`config.mk`:
```
export PLATFORM = sky130hd
export DESIGN_NAME = vend_ctrl_multi
export DESIGN_NICKNAME = d
export VERILOG_FILES = /design/src/rtl/vend_ctrl_multi.sv
export SDC_FILE = /design/constraint.sdc
export NUM_CORES = 1
export LEC_CHECK = 0
export ABC_AREA = 1
export BUFFER_PORTS_ARGS = -buffer_cell sky130_fd_sc_hd__buf_2
export CAP_MARGIN = 10
export CORE_AREA = 2 2 77 79
export CTS_CLUSTER_SIZE = 16
export DETAILED_ROUTE_END_ITERATION = 8
export DIE_AREA = 0 0 79 81
export GPL_ROUTABILITY_DRIVEN = 0
export PLACE_DENSITY_LB_ADDON = 0.3
export SYNTH_ARGS = -nofsm -noshare
export SYNTH_HDL_FRONTEND = slang
export SYNTH_SLANG_ARGS = --single-unit
```
`constraint.sdc`:
```
create_clock -name CLK -period 2.6 [get_ports CLK]
set_input_delay 0 -clock CLK [delete_from_list [all_inputs] [get_ports CLK]]
set_output_delay 0 -clock CLK [all_outputs]
set_load 0.01 [all_outputs]
```
`src/rtl/vend_ctrl_multi.sv`:
```
// vend_ctrl_multi: multi-product vending controller with coin credit, stock tracking and coin-by-coin change return.
module vend_ctrl_multi #(
    parameter int NUM_PROD = 4,
    parameter int CREDIT_W = 8,
    parameter int STOCK_W = 4,
    parameter int STOCK_INIT = 10,
    parameter int MAX_CREDIT = 200,
    parameter logic [NUM_PROD*CREDIT_W-1:0] PRICES = {8'd20, 8'd15, 8'd10, 8'd5}
) (
    input  logic                CLK,
    input  logic                RST,
    input  logic                COIN_VALID,
    input  logic [2:0]          COIN,
    input  logic                SEL_VALID,
    input  logic [2:0]          SEL,
    input  logic                CANCEL,
    input  logic                RESTOCK,
    input  logic                CHANGE_ACK,
    output logic                DISPENSE,
    output logic [2:0]          PRODUCT,
    output logic [CREDIT_W-1:0] BALANCE,
    output logic                CHANGE_VALID,
    output logic [2:0]          CHANGE_COIN,
    output logic                COIN_REJ,
    output logic                SEL_ERR,
    output logic [NUM_PROD-1:0] EMPTY,
    output logic                BUSY
);
    typedef enum logic [1:0] {IDLE, CREDIT, VEND, CHANGE} state_t;

    state_t              state;
    logic [CREDIT_W-1:0] credit;
    logic [STOCK_W-1:0]  stock [NUM_PROD];
    logic [3:0]          coin_val;
    logic [3:0]          chg_val;
    logic [CREDIT_W:0]   sum;
    logic                coin_ok;
    logic                sel_hit;
    logic                sel_ok;
    logic [CREDIT_W-1:0] price;
    logic [CREDIT_W-1:0] credit_left;
    logic [STOCK_W-1:0]  sel_stock;

    function automatic logic [3:0] val(input logic [2:0] c);
        return c == 3'd1 ? 4'd1 : c == 3'd2 ? 4'd2 : c == 3'd3 ? 4'd5 : c == 3'd4 ? 4'd10 : 4'd0;
    endfunction

    // Greedy change: largest coin code whose value fits in the remaining credit.
    function automatic logic [2:0] big(input logic [CREDIT_W-1:0] c);
        return c >= CREDIT_W'(10) ? 3'd4 : c >= CREDIT_W'(5) ? 3'd3 :
               c >= CREDIT_W'(2) ? 3'd2 : c != '0 ? 3'd1 : 3'd0;
    endfunction

    always_comb begin
        coin_val = val(COIN);
        chg_val = val(CHANGE_COIN);
        sum = {1'b0, credit} + (CREDIT_W+1)'(coin_val);
        coin_ok = coin_val != '0 && sum <= (CREDIT_W+1)'(MAX_CREDIT);
        credit_left = credit - CREDIT_W'(chg_val);
        price = '0;
        sel_stock = '0;
        sel_hit = 1'b0;
        for (int i = 0; i < NUM_PROD; i++)
            if (SEL == 3'(i)) begin
                sel_hit = 1'b1;
                price = PRICES[i*CREDIT_W +: CREDIT_W];
                sel_stock = stock[i];
            end
        sel_ok = sel_hit && sel_stock != '0 && credit >= price;
    end

    always_comb
        for (int i = 0; i < NUM_PROD; i++)
            EMPTY[i] = stock[i] == '0;

    assign BALANCE = credit;

    always_ff @(posedge CLK or posedge RST) begin
        if (RST) begin
            state <= IDLE;
            credit <= '0;
            for (int i = 0; i < NUM_PROD; i++)
                stock[i] <= STOCK_W'(STOCK_INIT);
            DISPENSE <= 1'b0;
            PRODUCT <= '0;
            CHANGE_VALID <= 1'b0;
            CHANGE_COIN <= '0;
            COIN_REJ <= 1'b0;
            SEL_ERR <= 1'b0;
            BUSY <= 1'b0;
        end else begin
            DISPENSE <= 1'b0;
            PRODUCT <= '0;
            COIN_REJ <= 1'b0;
            SEL_ERR <= 1'b0;
            case (state)
                IDLE, CREDIT: begin
                    // A coin losing to CANCEL or a selection is refused, not banked.
                    if (state == CREDIT && CANCEL) begin
                        state <= CHANGE;
                        BUSY <= 1'b1;
                        CHANGE_VALID <= 1'b1;
                        CHANGE_COIN <= big(credit);
                        COIN_REJ <= COIN_VALID;
                    end else if (state == CREDIT && SEL_VALID) begin
                        COIN_REJ <= COIN_VALID;
                        if (sel_ok) begin
                            credit <= credit - price;
                            for (int i = 0; i < NUM_PROD; i++)
                                if (SEL == 3'(i))
                                    stock[i] <= stock[i] - STOCK_W'(1);
                            state <= VEND;
                            BUSY <= 1'b1;
                            DISPENSE <= 1'b1;
                            PRODUCT <= SEL;
                        end else begin
                            SEL_ERR <= 1'b1;
                        end
                    end else if (COIN_VALID) begin
                        if (coin_ok) begin
                            credit <= sum[CREDIT_W-1:0];
                            state <= CREDIT;
                        end else begin
                            COIN_REJ <= 1'b1;
                        end
                    end
                    if (state == IDLE && RESTOCK)
                        for (int i = 0; i < NUM_PROD; i++)
                            stock[i] <= STOCK_W'(STOCK_INIT);
                end
                VEND: begin
                    COIN_REJ <= COIN_VALID;
                    if (credit != '0) begin
                        state <= CHANGE;
                        CHANGE_VALID <= 1'b1;
                        CHANGE_COIN <= big(credit);
                    end else begin
                        state <= IDLE;
                        BUSY <= 1'b0;
                    end
                end
                CHANGE: begin
                    COIN_REJ <= COIN_VALID;
                    if (CHANGE_ACK) begin
                        credit <= credit_left;
                        if (credit_left == '0) begin
                            state <= IDLE;
                            BUSY <= 1'b0;
                            CHANGE_VALID <= 1'b0;
                            CHANGE_COIN <= '0;
                        end else begin
                            CHANGE_COIN <= big(credit_left);
                        end
                    end
                end
            endcase
        end
    end
endmodule

```
==> impl_summary.log <==
INFO  metric drcViolationCount = 0
INFO  metric min-delay-path-class = in -> reg
INFO  metric detail_route.first_pass.iterations = 5
INFO  metric synth_compound_gate_area_share = 0.109
INFO  metric finalClockSkew = 0.00340 ns
INFO  metric clockBufferDepth = 2
INFO  metric synth_simple_gate_area_share = 0.402
INFO  metric cts-root-buf = sky130_fd_sc_hd__clkbuf_8
INFO  metric grt_pass1_vias = ~3,000
INFO  metric post_synth_edffs = 0
INFO  metric path_max_fanout = 7
INFO  metric final-hold-violation-count = 0
INFO  metric fin_hold_ws = ~0.22 ns
INFO  metric antennaDiodeCount = 0
INFO  metric drtIter0Drc = ~170
INFO  metric finalCritPeriodShare = 0.951
INFO  metric synth_xor_area_frac = 0.0189
INFO  metric timing.slew.headroom = 0.548
INFO  metric routedWlPerCell = approximately 13 um
INFO  metric flow.area_growth_from_synthesis = 14.8%
INFO  metric fp.coreArea = 5680 um2
INFO  metric powerDensity = around 1400 nW/um2
INFO  metric setup_tns = 0 ns
INFO  metric combPwrFrac = 0.658
INFO  metric report.final.setup_viol = 0
INFO  metric clkSinkCount = 37
INFO  metric static-leakage-power = 1.99 nW
INFO  metric power_frac_seq = 0.220
INFO  metric status = complete, no violations
INFO  metric synth_adder_area_share = 0.0840
INFO  metric reg2reg_from = BALANCE[0]$_DFFE_PP0P_
INFO  metric placement.io_buffers = 35
INFO  metric layout.nets = ~570
INFO  metric floorplan.die.height = a little over 80 um
INFO  metric cp-end-kind = flop
INFO  metric critPathLaunchType = flop
INFO  metric design.die.area = about 6400 um2
INFO  metric tightest_slew = approximately 0.68 ns
INFO  metric syn_inst_count = a little under 500
INFO  metric netlist-cell-type-count = between 40 and 50
INFO  metric rr_worst_depth = 12
INFO  metric synth_top_family_by_area = simple AND/OR/NAND/NOR gates
INFO  metric critical_path_arrival = ~2.7 ns
INFO  metric pin_count_of_the_biggest_net_entering_global_routing = 22
INFO  metric num_vias = roughly 3,200
INFO  metric switching_power = ~2.6 mW
INFO  metric average_cell_area_after_synthesis = 6.65 um2
INFO  metric number_of_nets_in_the_synthesized_netlist = ~520
INFO  metric switching_share = 0.513
INFO  metric clock_tree.htree_level_count = 2
INFO  metric grt-ovfl-total = 0
INFO  metric postCtsSetupRepairBufs = 0
INFO  metric timing.reg2reg.setup_slack = about 0.13 ns
INFO  metric rsz0062_at_grt = yes
INFO  metric metal2_wl = 3690 um
INFO  metric fmaxAchievable = 405 MHz
INFO  metric layout_min_cycle_time = about 2.5 ns
INFO  metric global_route_wire_length_before_repair = roughly 13,000 um
INFO  metric timing.hold.worst_path_depth = 5
INFO  metric timing.setup.critical_path_class = reg -> reg
INFO  metric clk_latency = 0.29 ns
INFO  metric max_cap_violations = 0
INFO  metric worst_setup_hold_path_clk_slew = 0.08 ns
INFO  metric gr-usage-all-layers = 0.254
INFO  metric cts_tree = done
INFO  metric min-delay-start = CHANGE_ACK
INFO  metric mappedNetlistArea = around 3200 um2
INFO  metric hold_end = BUSY$_DFFE_PP0P_
INFO  metric clock_power_share = 0.122
INFO  metric finalPower = between 5 and 6 mW
INFO  metric postSynth.asyncResetShare = 1.00
INFO  metric dominantRegCellSynth = sky130_fd_sc_hd__dfrtp_1
INFO  metric yosysWarningCount = 0
INFO  metric worst_ep_required_time = between 2 and 3 ns
INFO  metric maxSlewViolCount = 0
INFO  metric drt-total-wl = 7780 um
INFO  metric wirelength_met1 = ~3500 um
INFO  metric synth-seq-cells = 37
INFO  metric layout-drive-gt1-share = 0.204
INFO  metric highest_layer = met4
INFO  metric antenna_found_initial = 0
INFO  metric numCtsBuffers = 5
INFO  metric met3_wirelength = around 360 um
INFO  metric seq_area_frac_synth = 0.288
INFO  metric io-pin-count = 36
INFO  metric floorplan.initialDensity = 0.572
INFO  metric ant_nets = 0
INFO  metric intPower = 2.47 mW
INFO  metric placement_rows = 28
INFO  metric maximum_vdd_drop = about 0.00098 V
INFO  metric floorplan.die.width = 79 um
INFO  metric post-dp-hpwl = slightly below 6000 um
INFO  metric routed_via_density = 5.30
INFO  metric reg2reg_to = stock[15]$_DFFE_PP1P_
INFO  metric proportion_of_synthesized_area_in_mux_cells = 0
==> final cells by class <==
type                            instances  area, um2
Timing Repair Buffer                   49        293
Inverter                               63        239
Clock inverter                          3       68.8
Multi-Input combinational cell        378       2030
Tap cell                               75       93.8
Fill cell                             511       1950
Sequential cell                        37        937
Clock buffer                            5       68.8
==> stage by stage <==
| stage | worst slack, ns | util | cell area [um2] | instances |
|---|---|---|---|---|
| floorplan | 0.288 | - | 3250 | 488 |
| global placement | 0.133 | 0.619 | 3510 | 597 |
| detailed placement | 0.105 | 0.619 | 3510 | 597 |
| CTS | 0.0870 | 0.652 | 3700 | 610 |
| global route | -0.00774 | 0.657 | 3730 | 610 |
| finish | 0.129 | 0.657 | 3730 | 610 |
==> layout by cell type (no fill, tap or decap), types with 2 or more instances in the layout <==
cell type                         n
sky130_fd_sc_hd__nor2_1          57
sky130_fd_sc_hd__nand2_2         10
sky130_fd_sc_hd__xor2_1           4
sky130_fd_sc_hd__dfrtp_1         28
sky130_fd_sc_hd__nor3b_1          2
sky130_fd_sc_hd__fa_1             3
sky130_fd_sc_hd__nand4_1          9
sky130_fd_sc_hd__inv_1           53
sky130_fd_sc_hd__buf_4            9
sky130_fd_sc_hd__nor3_1           5
sky130_fd_sc_hd__inv_2            9
sky130_fd_sc_hd__a21oi_4          2
sky130_fd_sc_hd__nand3_2          2
sky130_fd_sc_hd__buf_2           35
sky130_fd_sc_hd__o21ai_2          4
sky130_fd_sc_hd__dlygate4sd3_1    5
sky130_fd_sc_hd__o211ai_1         2
sky130_fd_sc_hd__nor2_2           8
sky130_fd_sc_hd__o21ai_0         17
sky130_fd_sc_hd__bufinv_16        2
sky130_fd_sc_hd__nand2_4          2
sky130_fd_sc_hd__nand3_1         35
sky130_fd_sc_hd__nand3b_1         4
sky130_fd_sc_hd__xnor2_1          2
sky130_fd_sc_hd__ha_1            15
sky130_fd_sc_hd__clkbuf_8         5
sky130_fd_sc_hd__nor3_2           3
sky130_fd_sc_hd__o21ai_1         14
sky130_fd_sc_hd__a21oi_1         16
sky130_fd_sc_hd__nand2_1        147
sky130_fd_sc_hd__dfstp_2          8
==> power by group through the flow <==
stage	clock network [mW]	registers [mW]	logic, mW
finish	0.619	1.11	3.34
global route	0.637	1.15	3.81
CTS	0.626	1.11	3.26
detailed placement	0	1.11	3.23
global placement	0	1.10	3.17
floorplan	0	1.09	2.52
==> flip-flops by register name, indices dropped and copies added (netlist names) <==
signal / cells
SEL_ERR: 1
stock: 16
BALANCE: 8
COIN_REJ: 1
CHANGE_COIN: 3
PRODUCT: 3
state: 2
CHANGE_VALID: 1
DISPENSE: 1
BUSY: 1
==> worst max-delay path, stage by stage, from the launching register on <==
cell and delay (ns):
sky130_fd_sc_hd__dfrtp_2 0.43, sky130_fd_sc_hd__inv_1 0.11, sky130_fd_sc_hd__ha_1 0.24, sky130_fd_sc_hd__fa_1 0.40
sky130_fd_sc_hd__nand3b_1 0.17, sky130_fd_sc_hd__nand2_1 0.13, sky130_fd_sc_hd__nand2_1 0.08, sky130_fd_sc_hd__nand3_2 0.08
sky130_fd_sc_hd__nand3_4 0.14, sky130_fd_sc_hd__a21oi_4 0.27, sky130_fd_sc_hd__nand2_2 0.15, sky130_fd_sc_hd__o21ai_1 0.14
sky130_fd_sc_hd__nand2_1 0.06
==> how the worst max path moves through the flow <==
stage	start	to	slack, ns	cells past startpoint
after global placement	BALANCE[0]$_DFFE_PP0P_	stock[7]$_DFFE_PP1P_	0.13	12
after CTS	BALANCE[0]$_DFFE_PP0P_	BALANCE[1]$_DFFE_PP0P_	0.09	12
after floorplan	BALANCE[0]$_DFFE_PP0P_	BALANCE[0]$_DFFE_PP0P_	0.29	13
after global routing	SEL[0]	stock[7]$_DFFE_PP1P_	-0.008	16
after detailed placement	BALANCE[0]$_DFFE_PP0P_	stock[7]$_DFFE_PP1P_	0.11	12
final	BALANCE[0]$_DFFE_PP0P_	stock[15]$_DFFE_PP1P_	0.13	12
==> logic make-up (layout without fill, tap and decap cells) <==
kind of cell    Yosys count  in the layout
compound gates           60             60
xor+xnor                  7              7
fa+ha+maj                20             20
buf+inv                  73            120
flops                    37             37
other cells               1              1
simple gates            290            290
==> Yosys cell counts, types with 3 or more instances <==
library cell	number	area, um2
sky130_fd_sc_hd__buf_2	3	15.0
sky130_fd_sc_hd__nand3b_1	4	30.0
sky130_fd_sc_hd__xnor2_1	3	26.3
sky130_fd_sc_hd__o21ai_0	17	85.1
sky130_fd_sc_hd__nor3_2	3	30.0
sky130_fd_sc_hd__nand2_1	148	556
sky130_fd_sc_hd__buf_6	3	33.8
sky130_fd_sc_hd__nand4_1	9	56.3
sky130_fd_sc_hd__o21ai_1	14	70.1
sky130_fd_sc_hd__nor2_1	58	218
sky130_fd_sc_hd__dfstp_2	8	210
sky130_fd_sc_hd__inv_2	9	33.8
sky130_fd_sc_hd__o21ai_2	4	35.0
sky130_fd_sc_hd__dfrtp_1	29	726
sky130_fd_sc_hd__fa_1	3	60.1
sky130_fd_sc_hd__nand3_1	35	175
sky130_fd_sc_hd__xor2_1	4	35.0
sky130_fd_sc_hd__a21oi_1	16	80.1
sky130_fd_sc_hd__ha_1	17	213
sky130_fd_sc_hd__inv_1	53	199
sky130_fd_sc_hd__nor3_1	5	25.0
sky130_fd_sc_hd__nand2_2	9	56.3
sky130_fd_sc_hd__nor2_2	7	43.8
==> routing by layer <==
metal  global-route usage  vias up
met5                    0        -
met4                0.100        0
met3               0.0356       16
met2                0.443       87
met1                0.320     1474
li1                     -     1654
==> what timing repair did <==
| action | CTS | global route |
|---|---|---|
| hold buffers | 5 | 0 |
| endpoints found under the setup margin | 0 | 17 |
| hold endpoints to repair | 20 | 0 |
| resized for setup | 0 | 6 |
(Power assumes the default switching activity.)
